File: config.mk
export PLATFORM = sky130hd
export DESIGN_NAME = ram_fifo_stream_reader
export DESIGN_NICKNAME = d
export VERILOG_FILES = /design/src/rtl/ram_fifo_pkg.sv /design/src/rtl/ram_fifo_stream_reader_skid_buf.sv /design/src/rtl/ram_fifo_stream_reader.sv
export SDC_FILE = /design/constraint.sdc
export NUM_CORES = 1
export LEC_CHECK = 0
export ABC_AREA = 1
export ABC_CLOCK_PERIOD_IN_PS = 1370
export BUFFER_PORTS_ARGS = -buffer_cell sky130_fd_sc_hd__buf_4
export CAP_MARGIN = 20
export CORE_MARGIN = 4
export CORE_UTILIZATION = 52
export CTS_CLUSTER_SIZE = 12
export DETAILED_ROUTE_END_ITERATION = 8
export PLACE_DENSITY = 0.77
export RECOVER_POWER = 100
export SLEW_MARGIN = 20
export SYNTH_ARGS = -nofsm -noshare
export SYNTH_HDL_FRONTEND = slang
export SYNTH_SLANG_ARGS = --single-unit
File: constraint.sdc
create_clock -name clk -period 1.37 [get_ports clk]
set_input_delay 0.274 -clock clk [delete_from_list [all_inputs] [get_ports clk]]
set_output_delay 0.274 -clock clk [all_outputs]
set_load 0.05 [all_outputs]
File: src/rtl/ram_fifo_pkg.sv
// Shared types and helpers for the Block-RAM FIFO read-side stream logic.
package ram_fifo_pkg;

    typedef enum logic [1:0] {
        OCC_0 = 2'd0,
        OCC_1 = 2'd1,
        OCC_2 = 2'd2
    } occ_t;

    function automatic int unsigned pkt_cnt_w(input int unsigned pkt_len);
        int unsigned w;
        w = $clog2(pkt_len);
        return (w < 1) ? 1 : w;
    endfunction

endpackage

File: src/rtl/ram_fifo_stream_reader_skid_buf.sv
// Two-entry head/skid output buffer: head register drives the stream, skid catches
// the one extra beat that can arrive while the consumer is stalled.
module stream_skid_buf
    import ram_fifo_pkg::*;
#(
    parameter int unsigned W = 9
) (
    input  logic         clk,
    input  logic         rstn,
    input  logic         push,
    input  logic [W-1:0] push_data,
    input  logic         flush,
    output logic         valid,
    output logic [W-1:0] data,
    input  logic         ready,
    output logic [1:0]   occ
);

    occ_t         occ_rg, occ_nxt;
    logic [W-1:0] h_rg, h_nxt;
    logic [W-1:0] s_rg, s_nxt;
    logic         acc;

    assign valid = (occ_rg != OCC_0);
    assign data  = h_rg;
    assign occ   = occ_rg;
    assign acc   = valid & ready;

    always_ff @(posedge clk) begin
        if (!rstn) begin
            occ_rg <= OCC_0;
            h_rg   <= '0;
            s_rg   <= '0;
        end else begin
            occ_rg <= occ_nxt;
            h_rg   <= h_nxt;
            s_rg   <= s_nxt;
        end
    end

    always_comb begin
        occ_nxt = occ_rg;
        h_nxt   = h_rg;
        s_nxt   = s_rg;
        case (occ_rg)
            OCC_0: begin
                if (push) begin
                    h_nxt   = push_data;
                    occ_nxt = OCC_1;
                end
            end
            OCC_1: begin
                if (push && !acc) begin
                    s_nxt   = push_data;
                    occ_nxt = OCC_2;
                end else if (push && acc) begin
                    h_nxt = push_data;
                end else if (acc) begin
                    occ_nxt = OCC_0;
                end
            end
            OCC_2: begin
                if (acc) begin
                    h_nxt   = s_rg;
                    occ_nxt = OCC_1;
                end
            end
            default: occ_nxt = OCC_0;
        endcase
        // Flush empties the buffer but leaves head data in place; valid qualifies it.
        if (flush) begin
            occ_nxt = OCC_0;
        end
    end

endmodule

File: src/rtl/ram_fifo_stream_reader.sv
// Drains a first-word-fall-through FIFO onto a registered valid/ready stream,
// marking every PKT_LEN-th beat as last.
module ram_fifo_stream_reader
    import ram_fifo_pkg::*;
#(
    parameter int unsigned DATA_W  = 8,
    parameter int unsigned PKT_LEN = 4
) (
    input  logic              clk,
    input  logic              rstn,
    input  logic              i_en,
    input  logic              i_flush,
    output logic              o_fifo_rden,
    input  logic [DATA_W-1:0] i_fifo_rddata,
    input  logic              i_fifo_empty,
    output logic              o_m_valid,
    output logic [DATA_W-1:0] o_m_data,
    output logic              o_m_last,
    input  logic              i_m_ready,
    output logic [1:0]        o_occ
);

    localparam int unsigned     CW       = pkt_cnt_w(PKT_LEN);
    localparam logic [CW-1:0]   CNT_LAST = CW'(PKT_LEN - 1);

    logic [CW-1:0] pkt_cnt_rg;
    logic          last_tag;
    logic [DATA_W:0] buf_data;

    // Pop decision uses only registered occupancy, so ready never reaches rden.
    assign o_fifo_rden = rstn & i_en & ~i_flush & ~i_fifo_empty & (o_occ < 2'd2);
    assign last_tag    = (pkt_cnt_rg == CNT_LAST);

    always_ff @(posedge clk) begin
        if (!rstn || i_flush) begin
            pkt_cnt_rg <= '0;
        end else if (o_fifo_rden) begin
            pkt_cnt_rg <= last_tag ? '0 : pkt_cnt_rg + CW'(1);
        end
    end

    stream_skid_buf #(
        .W(DATA_W + 1)
    ) u_skid (
        .clk       (clk),
        .rstn      (rstn),
        .push      (o_fifo_rden),
        .push_data ({i_fifo_rddata, last_tag}),
        .flush     (i_flush),
        .valid     (o_m_valid),
        .data      (buf_data),
        .ready     (i_m_ready),
        .occ       (o_occ)
    );

    assign o_m_data = buf_data[DATA_W:1];
    assign o_m_last = buf_data[0];

endmodule

==> key figures <==
STA
  – Tcrit/Tclk final: 100%
  – Final setup fails: 1
  – Max Slew Vio Count: 0
  – Worst slew pin tran: approximately 0.33 ns
  – Slack of the critical path: -0.00655 ns
  – Post-layout minimum cycle time: between 1 and 1.5 ns
  – RSZ-0062 raised after global routing: true
  – Rel. slew slack: ~78%
  – Hold Vio Cnt, Final: 0
  – Clock Skew: roughly 0.0040 ns
  – Fmax: around 730 MHz

Status
  – Run status: finished with violations
  – Violated checks: setup timing

Routing
  – DR vias: about 1.1k
  – Initial DRT Pass Iterations: 4
  – DR vias/cell: approximately 4.8
  – DR WL/cell: 11.2 um
  – Drt total wl: around 2.6 mm
  – Final ANT Viol Nets: 0
  – Drt initial violations: 32
  – DRC Markers: 0

Pwr
  – Peak supply drop: around 1100 uV
  – Pwr dens: between 800 and 900 nW/um^2
  – Design Power: 1.28 mW
  – Pleak: approximately 0.8 nW

Place
  – IO buf count: 26
  – Hpwl dp: between 1.5 and 2 mm
  – Gpl congestion: between 0.7 and 0.8
  – Post-Place Cells: 227
  – Pre-CTS setup slack: approximately 0.13 ns
  – Post-DP Area: 1400 um^2

Floorplan
  – CORE AREA: about 2100 um^2
  – Num rows: 16
  – DIE WIDTH: approximately 56 um
  – Die Area: 3100 um^2
  – I/O pins: 27
  – Die height: ~56 um
  – Initial core utilization: roughly 57%

Global route
  – GRT Total Usage: 18.3%
  – First-pass GRT wire length: roughly 4.7 mm
  – Number of global-route vias before repair: 1093
  – GRT met3 Usage: 6.03%
  – Gr busiest metal: met2
  – Largest net degree at the start of global routing: 21
  – Grt met1 use: 21.0%
  – Initial antenna violation count: 0
  – Met2 usage: 31.1%
  – Global route overflow: 0

Synth
  – Number of flops mapped to enable cells by yosys: 0
  – YS warnings: 0
  – Syn_nets: roughly 190
  – Synthesized area: 1180 um^2
  – Fraction of registers with async set/reset: 0%
  – Avg Inst Size Synth: roughly 6.6 um^2
  – Ys flop type: dfxtp_1
  – Sequential area share after synthesis: 37.3%
  – Yosys cell types: 20
  – #FFs+latches synth: 22
  – Mapped Cells: approximately 180

Worst setup path
  – Reg2Reg Depth: 8
  – Critical path capture point type: output pin
  – Reg-to-reg startpoint: u_skid.occ[1]
  – Critical path startpoint: u_skid.occ[1]
  – Critical Path Sink: o_fifo_rden
  – Slowest stage delay, CP: 0.38 ns
  – Crit-path slowest cell: dfxtp_4
  – Worst Path Max Fanout: 4
  – Crit Path Class: reg2out
  – Crit-path cells: nor2_4 -> nand3_4 -> clkinv_4 -> buf_8
  – Critical Path RT: approximately 1.1 ns
  – Startpoint types: flop
  – Arrival time worst endpoint: roughly 1.1 ns
  – Critical R2R Capture: u_skid.s_rg[1]
  – Reg2Reg Setup Slack: approximately 0.11 ns

Layout
  – Final Net Count: approximately 230
  – Register area: roughly 450 um^2
  – Final instance area: around 1500 um^2
  – Antenna cells: 0
  – Area grow syn2layout: 28.4%
  – Number of fill cells: 160
  – Layout cells sized above 1: between 20% and 30%
  – Non-filler cells, final: between 200 and 250
  – Area of the multi-input gates: a little over 600 um^2
  – Util after Layout: roughly 74%

CTS
  – Htree depth: 1
  – Clock Latency Late Sink: between 0.3 and 0.4 ns
  – Clock transition at the registers of the reported paths: 0.11 ns
  – Root buf cell: clkbuf_4
  – Number of clock buffers inserted by TritonCTS: 3
  – CTS tree: yes
  – # clock sinks: 22
  – Clk buf depth: 2
  – Post-cts hold buffer count: 0

Worst hold path
  – Hold crit path type: in2reg

Job
  – Max_cap viols: 0
==> worst max-delay path, delay by kind of cell (launching register included) <==
kind	cells	cell delay, ns
buffers and inverters	2	0.19
and+or+nand+nor	2	0.21
DFF	1	0.38
==> worst min-delay path by stage <==
stage	to	cells after the start	slack, ns	from
floorplan	u_skid.occ[1]	1	0.36	i_m_ready
global placement	u_skid.data[5]	2	0.46	u_skid.data[5]
detailed placement	pkt_cnt_rg[1]	2	0.47	pkt_cnt_rg[1]
CTS	u_skid.occ[1]	2	0.14	i_m_ready
global route	u_skid.occ[1]	2	0.12	i_m_ready
finish	u_skid.occ[1]	2	0.14	i_m_ready
==> kinds of logic (layout without fill, tap and decap cells) <==
group / after synthesis / in the layout / synth area share, %
and+or+nand+nor: 109 / 109 / 42.7
buffers and inverters: 34 / 64 / 13.2
DFF: 22 / 22 / 37.3
AOI/OAI and AO/OA: 13 / 13 / 5.72
adders and majority gates: 1 / 1 / 1.06
==> layout by cell type, fill, tap and decap left out, drive strengths merged <==
cell type  netlist  routed
a21oi           10      10
buf              8      34
clkbuf           0       4
clkinv           1       1
dfxtp           22      22
ha               1       1
inv             25      25
nand2           54      54
nand3           19      19
nor2            35      35
o21ai            2       2
o31ai            1       1
or2              1       1
==> synthesized netlist by cell type (2+ instances only) <==
master   number  area share (%)
a21oi_1      10             4.2
buf_2         4             1.7
buf_4         2             1.3
buf_6         2             1.9
dfxtp_1      22              37
inv_1        23             7.3
inv_2         2            0.64
nand2_1      41              13
nand2_2      12             6.4
nand3_1      18             7.6
nor2_1       33              10
o21ai_0       2            0.85
==> registers in the layout, indices dropped and copies added (netlist names) <==
signal / flops
pkt_cnt_rg: 2
u_skid.data: 9
u_skid.occ: 2
u_skid.s_rg: 9
==> per-layer routing <==
| metal | part of all wire, % | vias to the layer above |
|---|---|---|
| met5 | 0 | - |
| met4 | 1.4 | 0 |
| met3 | 4.9 | 6 |
| met2 | 51 | 21 |
| met1 | 43 | 503 |
| li1 | - | 597 |
==> where the power goes <==
group          internal, mW  switching (mW)
registers             0.649         0.00678
clock network         0.223           0.196
logic                0.0783           0.124
==> repair_timing <==
item | 4_1_cts | 5_1_grt
setup buffers | 4 | 1
pin swaps | 2 | 0
endpoints found under the setup margin | 2 | 11
resized for setup | 5 | 2
==> metrics by stage <==
step                TNS [ns]  hold slack (ns)
floorplan                  0            0.365
finish              -0.00655            0.141
detailed placement         0            0.474
global route          -0.104            0.116
CTS                        0            0.138
global placement           0            0.461
==> layout make-up <==
class	instances	area share, %
timing repair buffer	34	18.4
inverter	26	6.77
multi-input combinational	123	39.9
clock buffer	4	3.14
tap	27	2.23
sequential	22	29.5
Power figures use the tool's default switching activity.
